==> src/rtl/arinc_pkg.sv <==
`default_nettype none
// ============================================================================
//  Module      : arinc_pkg
//  Description : Shared ARINC429 definitions for the transmitter, receiver and
//                key command scheduler: SSM code, word field positions and the
//                odd-parity / word-packing helpers.
//  Revision    : 1.0  initial release
// ============================================================================
package arinc_pkg;

    // Sign/status matrix value for "normal operation"
    localparam logic [1:0] SSM_NORMAL = 2'b11;

    // Word field positions (LSB and width of each field)
    localparam int WORD_W    = 32;
    localparam int LABEL_LSB = 0;
    localparam int LABEL_W   = 8;
    localparam int SDI_LSB   = 8;
    localparam int SDI_W     = 2;
    localparam int DATA_LSB  = 10;
    localparam int DATA_W    = 19;
    localparam int SSM_LSB   = 29;
    localparam int SSM_W     = 2;
    localparam int PAR_BIT   = 31;

    // Parity bit that makes the total number of ones in a 32-bit word odd
    function automatic logic odd_parity(input logic [30:0] bits);
        return ~(^bits);
    endfunction

    // Assemble a complete word: {parity, ssm, data, sdi, label}
    function automatic logic [31:0] pack_word(
        input logic [7:0]  label,
        input logic [1:0]  sdi,
        input logic [18:0] data,
        input logic [1:0]  ssm
    );
        logic [30:0] body;
        body = {ssm, data, sdi, label};
        return {odd_parity(body), body};
    endfunction

endpackage
`default_nettype wire

==> src/rtl/key_evt_gen.sv <==
`default_nettype none
// ============================================================================
//  Module      : key_evt_gen
//  Description : Per-key event generator. Synchronises one active-low key,
//                detects press edges, produces auto-repeat events while the
//                key is held and keeps a coalescing pending flag.
//  Revision    : 1.0  initial release
//
//  Ports
//    clk        in   system clock
//    rst_n      in   asynchronous active-low reset
//    en         in   1 = new events may set the pending flag
//    key_db     in   debounced key level, 0 = pressed, asynchronous to clk
//    grant_clr  in   scheduler has taken this key's pending event
//    pending    out  an event is waiting to be sent
//    ovf        out  one-cycle pulse: event merged into an existing pending
// ============================================================================
module key_evt_gen #(
    parameter bit          REPEAT_EN  = 1'b1,
    parameter int unsigned REPEAT_DLY = 25_000_000,
    parameter int unsigned REPEAT_PER = 5_000_000
) (
    input  logic clk,
    input  logic rst_n,
    input  logic en,
    input  logic key_db,
    input  logic grant_clr,
    output logic pending,
    output logic ovf
);

    localparam int              HOLD_W      = $clog2(REPEAT_DLY + 1);
    localparam logic [HOLD_W-1:0] HOLD_MAX    = HOLD_W'(REPEAT_DLY);
    // Reloading with DLY-PER makes the next repeat come PER cycles later
    localparam logic [HOLD_W-1:0] HOLD_RELOAD = HOLD_W'(REPEAT_DLY - REPEAT_PER);

    logic              sync1_q, sync1_d;
    logic              sync2_q, sync2_d;
    logic              prev_q,  prev_d;
    logic [HOLD_W-1:0] hold_q,  hold_d;
    logic              pending_q, pending_d;
    logic              ovf_q,   ovf_d;

    logic              press;
    logic              rpt;
    logic              evt;
    logic [HOLD_W-1:0] hold_inc;

    always_comb begin
        sync1_d  = key_db;
        sync2_d  = sync1_q;
        prev_d   = sync2_q;
        press    = prev_q & ~sync2_q;
        hold_inc = hold_q + HOLD_W'(1);
        hold_d   = hold_q;
        rpt      = 1'b0;

        if (!en || sync2_q || press) begin
            // Disabled, released, or a fresh press: hold time restarts at 0
            hold_d = '0;
        end else if (REPEAT_EN) begin
            if (hold_inc == HOLD_MAX) begin
                rpt    = 1'b1;
                hold_d = HOLD_RELOAD;
            end else begin
                hold_d = hold_inc;
            end
        end

        evt = en & (press | rpt);

        // A set in the same cycle as the grant clear wins and is not an
        // overflow: the new event still gets its own word.
        pending_d = evt | (pending_q & ~grant_clr);
        ovf_d     = evt & pending_q & ~grant_clr;
    end

    always_ff @(posedge clk or negedge rst_n) begin
        if (!rst_n) begin
            sync1_q   <= 1'b1;
            sync2_q   <= 1'b1;
            prev_q    <= 1'b1;
            hold_q    <= '0;
            pending_q <= 1'b0;
            ovf_q     <= 1'b0;
        end else begin
            sync1_q   <= sync1_d;
            sync2_q   <= sync2_d;
            prev_q    <= prev_d;
            hold_q    <= hold_d;
            pending_q <= pending_d;
            ovf_q     <= ovf_d;
        end
    end

    assign pending = pending_q;
    assign ovf     = ovf_q;

endmodule
`default_nettype wire

==> src/rtl/key_cmd_sched.sv <==
`default_nettype none
// ============================================================================
//  Module      : key_cmd_sched
//  Description : Converts four debounced front-panel keys into ARINC429
//                command words and schedules them round-robin onto the
//                shared transmitter through a valid/ready handshake.
//  Revision    : 1.0  initial release
//
//  Ports
//    clk       in   system clock
//    rst_n     in   asynchronous active-low reset
//    en        in   1 = accept new key events
//    key_db    in   [3:0] debounced keys, 0 = pressed, asynchronous
//    tx_valid  out  tx_word is valid
//    tx_ready  in   transmitter accepts the word
//    tx_word   out  [31:0] ARINC429 word
//    tx_key    out  [1:0] index of the key being sent
//    ovf       out  one-cycle pulse when an event hits an already-pending key
// ============================================================================
module key_cmd_sched
    import arinc_pkg::*;
#(
    parameter logic [7:0]  LABEL0     = 8'o201,
    parameter logic [7:0]  LABEL1     = 8'o202,
    parameter logic [7:0]  LABEL2     = 8'o203,
    parameter logic [7:0]  LABEL3     = 8'o204,
    parameter logic [1:0]  SDI        = 2'b00,
    parameter bit          REPEAT_EN  = 1'b1,
    parameter int unsigned REPEAT_DLY = 25_000_000,
    parameter int unsigned REPEAT_PER = 5_000_000
) (
    input  logic        clk,
    input  logic        rst_n,
    input  logic        en,
    input  logic [3:0]  key_db,
    output logic        tx_valid,
    input  logic        tx_ready,
    output logic [31:0] tx_word,
    output logic [1:0]  tx_key,
    output logic        ovf
);

    localparam int NKEYS = 4;
    localparam logic [NKEYS-1:0][7:0] LABELS = {LABEL3, LABEL2, LABEL1, LABEL0};

    typedef enum logic [0:0] {
        ST_IDLE = 1'b0,
        ST_SEND = 1'b1
    } state_t;

    state_t                       state_q, state_d;
    logic [1:0]                   rr_q, rr_d;
    logic [NKEYS-1:0][DATA_W-1:0] cnt_q, cnt_d;
    logic                         tx_valid_q, tx_valid_d;
    logic [31:0]                  tx_word_q, tx_word_d;
    logic [1:0]                   tx_key_q, tx_key_d;

    logic [NKEYS-1:0]             pending;
    logic [NKEYS-1:0]             ovf_vec;
    logic [NKEYS-1:0]             grant_clr;

    logic                         gnt_found;
    logic [1:0]                   gnt_idx;
    logic [1:0]                   cand;
    logic [DATA_W-1:0]            cnt_next;

    // ------------------------------------------------------------------
    // One event generator per key
    // ------------------------------------------------------------------
    generate
        for (genvar k = 0; k < NKEYS; k++) begin : g_key
            key_evt_gen #(
                .REPEAT_EN  (REPEAT_EN),
                .REPEAT_DLY (REPEAT_DLY),
                .REPEAT_PER (REPEAT_PER)
            ) u_evt (
                .clk       (clk),
                .rst_n     (rst_n),
                .en        (en),
                .key_db    (key_db[k]),
                .grant_clr (grant_clr[k]),
                .pending   (pending[k]),
                .ovf       (ovf_vec[k])
            );
        end
    endgenerate

    // ------------------------------------------------------------------
    // Round-robin search: first pending key at or after rr_q, wrapping
    // ------------------------------------------------------------------
    always_comb begin
        gnt_found = 1'b0;
        gnt_idx   = rr_q;
        cand      = rr_q;
        for (int i = 0; i < NKEYS; i++) begin
            cand = rr_q + 2'(i);
            if (!gnt_found && pending[cand]) begin
                gnt_found = 1'b1;
                gnt_idx   = cand;
            end
        end
        // The 19-bit counter wraps naturally from 0x7FFFF to 0
        cnt_next = cnt_q[gnt_idx] + DATA_W'(1);
    end

    // ------------------------------------------------------------------
    // Scheduler FSM: next state and outputs
    // ------------------------------------------------------------------
    always_comb begin
        state_d    = state_q;
        rr_d       = rr_q;
        cnt_d      = cnt_q;
        tx_valid_d = tx_valid_q;
        tx_word_d  = tx_word_q;
        tx_key_d   = tx_key_q;
        grant_clr  = '0;

        case (state_q)
            ST_IDLE: begin
                if (gnt_found) begin
                    grant_clr[gnt_idx] = 1'b1;
                    cnt_d[gnt_idx]     = cnt_next;
                    tx_word_d          = pack_word(LABELS[gnt_idx], SDI, cnt_next, SSM_NORMAL);
                    tx_key_d           = gnt_idx;
                    tx_valid_d         = 1'b1;
                    rr_d               = gnt_idx + 2'd1;
                    state_d            = ST_SEND;
                end
            end
            ST_SEND: begin
                // Word is held stable until the transmitter takes it; en
                // has no influence here so a started transfer completes.
                if (tx_ready) begin
                    tx_valid_d = 1'b0;
                    state_d    = ST_IDLE;
                end
            end
            default: begin
                state_d = ST_IDLE;
            end
        endcase
    end

    always_ff @(posedge clk or negedge rst_n) begin
        if (!rst_n) begin
            state_q    <= ST_IDLE;
            rr_q       <= 2'd0;
            cnt_q      <= '0;
            tx_valid_q <= 1'b0;
            tx_word_q  <= '0;
            tx_key_q   <= 2'd0;
        end else begin
            state_q    <= state_d;
            rr_q       <= rr_d;
            cnt_q      <= cnt_d;
            tx_valid_q <= tx_valid_d;
            tx_word_q  <= tx_word_d;
            tx_key_q   <= tx_key_d;
        end
    end

    assign tx_valid = tx_valid_q;
    assign tx_word  = tx_word_q;
    assign tx_key   = tx_key_q;
    // Each generator's ovf is already a registered single-cycle pulse
    assign ovf      = |ovf_vec;

endmodule
`default_nettype wire

==> config.mk <==
export PLATFORM = sky130hd
export DESIGN_NAME = key_cmd_sched
export DESIGN_NICKNAME = d
export VERILOG_FILES = /design/src/rtl/arinc_pkg.sv /design/src/rtl/key_evt_gen.sv /design/src/rtl/key_cmd_sched.sv
export SDC_FILE = /design/constraint.sdc
export NUM_CORES = 1
export LEC_CHECK = 0
export ABC_CLOCK_PERIOD_IN_PS = 5100
export CAP_MARGIN = 20
export CORE_ASPECT_RATIO = 0.8
export CORE_UTILIZATION = 50
export CTS_CLUSTER_DIAMETER = 80
export DETAILED_ROUTE_END_ITERATION = 6
export PLACE_DENSITY = 0.78
export SKIP_LAST_GASP = 1
export SLEW_MARGIN = 5
export SYNTH_ARGS = -nofsm -noshare
export SYNTH_HDL_FRONTEND = slang
export SYNTH_SLANG_ARGS = --single-unit
==> constraint.sdc <==
create_clock -name clk -period 5.1 [get_ports clk]
set_input_delay 1.53 -clock clk [delete_from_list [all_inputs] [get_ports clk]]
set_output_delay 1.53 -clock clk [all_outputs]
set_load 0.005 [all_outputs]
; Yosys cells after proc, flatten, opt, wreduce, memory -nomap -nowiden
; Index checks and enable logic that the tools add are counted.
[op_classes]
add_sub_neg = 9
mul = 0
div_mod_pow = 0
order_cmp = 6
eq_ne = 6
n_shift = 0
n_mux = 48
n_bitwise = 38
n_reduce_logical = 20
[ops]
columns = operator, n
row1 = 25-bit 2-to-1 mux, 8
row2 = 25-bit by 1-bit adder with 25-bit output (second input constant), 4
row3 = 25-bit equality test (second input constant), 4
row4 = 76-bit bitwise mux, 1
row5 = 19-bit binary-select mux with 2-bit select, 1
row6 = 19-bit demux with 2-bit select, 1
row7 = 19-bit 2-to-1 mux, 2
row8 = 31-bit parity, 1
row9 = 1-bit 2-to-1 mux, 21
row10 = 1-bit AND, 20
row11 = 19-bit by 1-bit adder with 19-bit output (second input constant), 1
row12 = 8-bit binary-select mux with 2-bit select, 1
row13 = 2-bit by 3-bit less-than comparator with 1-bit output (second input constant), 5
row14 = 1-bit NOT, 10
row15 = 1-bit binary-select mux with 2-bit select, 4
row16 = 1-bit logical OR, 8
row17 = 4-bit 2-to-1 mux, 2
row18 = 8-bit 2-to-1 mux, 1
row19 = 1-bit OR, 8
row20 = 2-bit 2-to-1 mux, 3
row21 = 2-bit by 1-bit adder with 2-bit output (second input constant), 2
row22 = 2-bit adder (second input constant), 2
row23 = 1-bit logical AND, 4
row24 = 1-bit zero test, 4
row25 = 6 further kinds, 9
[word_totals]
register_bits = 232
latchBits = 0
mem_bits_rw = 0
mem_bits_ro = 0
in_bits = 8
word_cells = 160
n_memories = 0

; Logic depth before layout (Yosys ltp)
[depth]
word_depth = 21
ltp_mapped = 14
mapped_depth_nobuf = 12

; Hierarchy
; Synthesis repeated with hierarchy kept, for this count alone.
[hier_totals]
hier_cells = 1265
area_unflattened_um2 = 11944.0
[modules_own_cells]
columns = mod, n_inst, cells_per_inst, area_per_inst_um2
row1 = key_evt_gen, 4, 180, 1682.9
row2 = key_cmd_sched, 1, 545, 5212.5

; Least setup slack after synthesis
; Ideal clock, no wire load.
[synth_path]
path_type = register to register
start = reg g_key[0].u_evt.pending_q
end = reg tx_word_q[31] (netlist: tx_word[31])
setup_ps = 125
arrival_ps = 3683
setup_slack_ps = 1291
path_stages_with_launch = 15
synth_period_minus_slack_ps = 3809
cell_sequence = dfrtp_1 -> nor2b_2 -> o21ai_0 -> o221a_1 -> buf_6 -> buf_12 -> mux4_2 -> ha_1 -> nand2_1 -> nor4b_2 -> xnor2_2 -> xnor3_1 -> xnor3_1 -> xnor3_1 -> mux2_4
[synth_via]
elab_chain_cells = 17
[synth_lines]
columns = item, line
row1 = from (decl), key_evt_gen.sv:41  ; logic pending_q, pending_d;
row2 = from (signal assigned), key_evt_gen.sv:91  ; pending_q <= pending_d;
row3 = 1-bit binary-select mux with 2-bit select, key_cmd_sched.sv:97  ; if (!gnt_found && pending[cand]) begin
row4 = 1-bit 2-to-1 mux (implied by the code), key_cmd_sched.sv:97
row5 = 1-bit 2-to-1 mux, key_cmd_sched.sv:97
row6 = 1-bit zero test, key_cmd_sched.sv:97
row7 = 1-bit logical AND, key_cmd_sched.sv:97
row8 = 1-bit 2-to-1 mux, key_cmd_sched.sv:97
row9 = 1-bit zero test, key_cmd_sched.sv:97
row10 = 1-bit logical AND, key_cmd_sched.sv:97
row11 = 1-bit 2-to-1 mux, key_cmd_sched.sv:97
row12 = 1-bit zero test, key_cmd_sched.sv:97
row13 = 1-bit logical AND, key_cmd_sched.sv:97
row14 = 2-bit 2-to-1 mux, key_cmd_sched.sv:97
row15 = 19-bit binary-select mux with 2-bit select, key_cmd_sched.sv:103  ; cnt_next = cnt_q[gnt_idx] + DATA_W'(1);
row16 = 19-bit 2-to-1 mux (implied by the code), key_cmd_sched.sv:103
row17 = 19-bit by 1-bit adder with 19-bit output, key_cmd_sched.sv:103
row18 = 31-bit parity, arinc_pkg.sv:28  ; return ~(^bits);
row19 = 1-bit NOT, arinc_pkg.sv:28
row20 = to (signal assigned), key_cmd_sched.sv:157  ; tx_word_q <= tx_word_d;
row21 = to (decl), key_cmd_sched.sv:55  ; logic [31:0] tx_word_q, tx_word_d;
; Several ways; a longest one is shown, not always the timed one. The select of a mux whose other input is x is not followed.
; A chain may end at the register's enable or synchronous reset.

; Final worst setup path
; Ends and elaborated chain as after synthesis.

==> impl_metrics.py <==
metrics = {
    "global_routing": {
        "grt_pass1_wl_um": 38600,
        "grt_pass1_vias": 7667,
        "grt_start_max_net_pins": 135,
        "overflow": 0,
        "grt.total_usage_pct": 20.9,
        "antenna_found_initial": 0,
    },
    "layout": {
        "fin_nets": 1141,
        "final_util_pct": 57.1,
        "n_antenna_cell": 0,
        "area_growth_pct": 11.7,
        "final_common_cell": "dfrtp_1",
        "mostFrequentLayoutCells": "212 x dfrtp_1, 154 x nor2_1, 141 x nand2_1",
        "drive_gt1_share_pct": 10.2,
    },
    "critical_path": {
        "cp.required_ps": 5500,
        "crit_path_end_kind": "register",
        "cp.arrival_ps": 4630,
        "crit_fanout": 12,
        "worst-r2r-setup-slack_ps": 870,
        "path_class": "reg2reg",
        "startpoint_type": "register",
    },
    "sta": {
        "slew_headroom_pct": 33.8,
        "finalCritPeriodShare_pct": 83.0,
        "skew_ps": 10.6,
        "rsz0062_at_grt": "false",
        "setup_tns_ps": 0,
        "min_period_ps": 4230,
        "slew_violations": 0,
        "final-hold-violation-count": 0,
        "max_freq_mhz": 236,
        "finalSetupViolCount": 0,
        "worst_pin_slew_ps": 993,
    },
    "cts": {
        "cts_buffers": 23,
        "insertion_delay_ps": 520,
        "cts.sinks": 224,
        "tritoncts": "built",
        "cts_hold_buf": 0,
        "h-tree-depth": 1,
        "postCtsSetupBuffers": 0,
        "clk_pin_slew_ps": 60,
        "cts_resized": 0,
        "clockBufferDepth": 3,
        "cts-root-buf": "clkbuf_16",
    },
    "detailed_routing": {
        "dr.first_iter.drc_count": 482,
        "firstDrtPassIters": 5,
        "drc": 0,
        "ant_nets": 0,
        "viasPerCell": 5.53,
        "num_vias": 7830,
        "drt-wirelength-per-cell_um": 15.9,
        "wl_um": 22500,
    },
    "floorplanning": {
        "row_count": 48,
        "dieArea_mm2": 0.0227,
        "io_pins": 44,
        "die_x_um": 168,
        "core_area_mm2": 0.0216,
        "die_height_um": 135,
        "initial_core_util_pct": 51.1,
    },
    "place": {
        "portBuffers": 37,
        "gp_congestion": 0.834,
        "place_hpwl_um": 14800,
    },
    "worst_hold_path": {
        "hold_path_class": "reg2reg",
    },
    "synthesis": {
        "synth_area_mm2": 0.0110,
        "yosys_warnings": 0,
        "ys_seq_elements": 224,
        "synth-edff-count": 0,
        "avgSynthCellArea_um2": 10.1,
        "synth_top_area_share_pct": 48.0,
        "yosys.area.top_type": "dfrtp_1",
        "synth_area_leaders": "dfrtp_1 48%, xor2_1 5.3%, nor2_1 5.3%",
        "synth_cells": 1098,
        "synthFlopType": "dfrtp_1",
        "seq_area_frac_synth_pct": 50.9,
        "synth_cell_types": 71,
        "ys_async_sr_fraction_pct": 100,
    },
    "power_and_ir_drop": {
        "swShare_pct": 31.5,
        "comb_power_share_pct": 29.1,
        "switchingPower_mw": 1.64,
        "totalPowerFinal_mw": 5.20,
        "powerDensity_mw_per_mm2": 421,
        "max-vdd-ir-drop_mv": 0.234,
        "internal_power_mw": 3.56,
        "seqPwrFrac_pct": 39.5,
        "power.leakage_nw": 5.09,
        "power.share.clock_pct": 31.4,
    },
    "status": {
        "status": "finished clean",
    },
    "run": {
        "drv_cap": 0,
    },
}
==> cell usage after synthesis, types with 4 or more instances <==
| master | number |
|---|---|
| a21oi_1 | 45 |
| a31oi_1 | 4 |
| a32oi_1 | 4 |
| and3_1 | 19 |
| buf_4 | 8 |
| buf_6 | 4 |
| clkbuf_1 | 35 |
| dfrtp_1 | 212 |
| dfstp_2 | 12 |
| ha_1 | 9 |
| inv_1 | 19 |
| mux2_2 | 9 |
| mux4_2 | 16 |
| nand2_1 | 141 |
| nand2b_1 | 7 |
| nand3_1 | 48 |
| nand3b_1 | 6 |
| nand4_1 | 22 |
| nor2_1 | 155 |
| nor2b_1 | 6 |
| nor3_1 | 16 |
| nor3b_1 | 6 |
| nor4_1 | 7 |
| o21ai_0 | 88 |
| o31ai_1 | 5 |
| or2_2 | 4 |
| or3_1 | 6 |
| or4_1 | 4 |
| xnor2_1 | 45 |
| xnor2_2 | 5 |
| xor2_1 | 67 |
==> metrics by stage <==
step / hold WS, ps / cells / setup slack [ps] / area, µm²
CTS: 358 / 1414 / 887 / 12300
global route: 361 / 1415 / 561 / 12300
global placement: 350 / 1373 / 1030 / 11600
finish: 358 / 1415 / 869 / 12300
floorplan: 345 / 1103 / 1290 / 11100
detailed placement: 349 / 1373 / 916 / 11600
==> routing by layer <==
layer  GRT usage [%]  part of all wire, %  up-vias
met5               0                    0        -
met4            5.51                  2.1        0
met3            2.99                  4.1       31
met2            32.8                   46      174
met1            30.6                   47     3826
li1                -                    -     3799
==> path summary, 6_finish.rpt <==
kind	start	end	depth (start not counted)
min	g_key[3].u_evt.sync1_q	g_key[3].u_evt.prev_d	0
min reg2reg	g_key[3].u_evt.sync1_q	g_key[3].u_evt.prev_d	0
min in group asynchronous	rst_n	g_key[3].u_evt.hold_q[2]	1
max reg2reg	g_key[0].u_evt.pending	tx_word[31]	13
max in group asynchronous	rst_n	g_key[1].u_evt.prev_d	2
max	g_key[0].u_evt.pending	tx_word[31]	13
==> state kept, by name, indices dropped and copies added (netlist names), 2 cells and up <==
register	count
cnt_q	76
g_key.u_evt.hold_q	100
g_key.u_evt.ovf	4
g_key.u_evt.pending	4
g_key.u_evt.prev_d	4
g_key.u_evt.prev_q	4
g_key.u_evt.sync1_q	4
tx_key	2
tx_word	23
==> cell families after synthesis <==
| kind of cell | share of synthesized area [%] |
|---|---|
| simple gates | 20.3 |
| flops | 50.9 |
| other cells | 0.0339 |
| buf+inv | 3.60 |
| mux | 4.97 |
| compound gates | 8.60 |
| fa+ha+maj | 1.02 |
| xor+xnor | 10.6 |
==> power groups by stage <==
stage | Combinational, mW | Clock [mW] | Sequential, mW
2_1_floorplan | 1.14 | 0 | 2.05
3_3_place_gp | 1.45 | 0 | 2.07
3_5_place_dp | 1.50 | 0 | 2.08
4_1_cts | 1.52 | 1.67 | 2.05
5_1_grt | 1.65 | 1.74 | 2.07
6_report | 1.51 | 1.63 | 2.05
==> critical path, cell delays in order (launching register included) <==
cell	delay [ps]
dfrtp_1	450
nor2b_2	190
o21ai_0	150
o221a_1	220
buf_4	260
mux4_2	630
ha_1	320
nand2_1	220
nor2_1	100
nand4_1	110
xor2_1	460
xnor3_2	540
xnor3_1	200
mux2_4	260
==> cell type report <==
cell class / count / area, µm²
Tap cell: 275 / 344
Clock buffer: 35 / 691
Timing Repair Buffer: 52 / 498
Sequential cell: 224 / 5620
Fill cell: 1783 / 9280
Clock inverter: 6 / 47.5
Multi-Input combinational cell: 804 / 5070
Inverter: 19 / 71.3
Note: power is estimated with default switching activity, not from simulation.
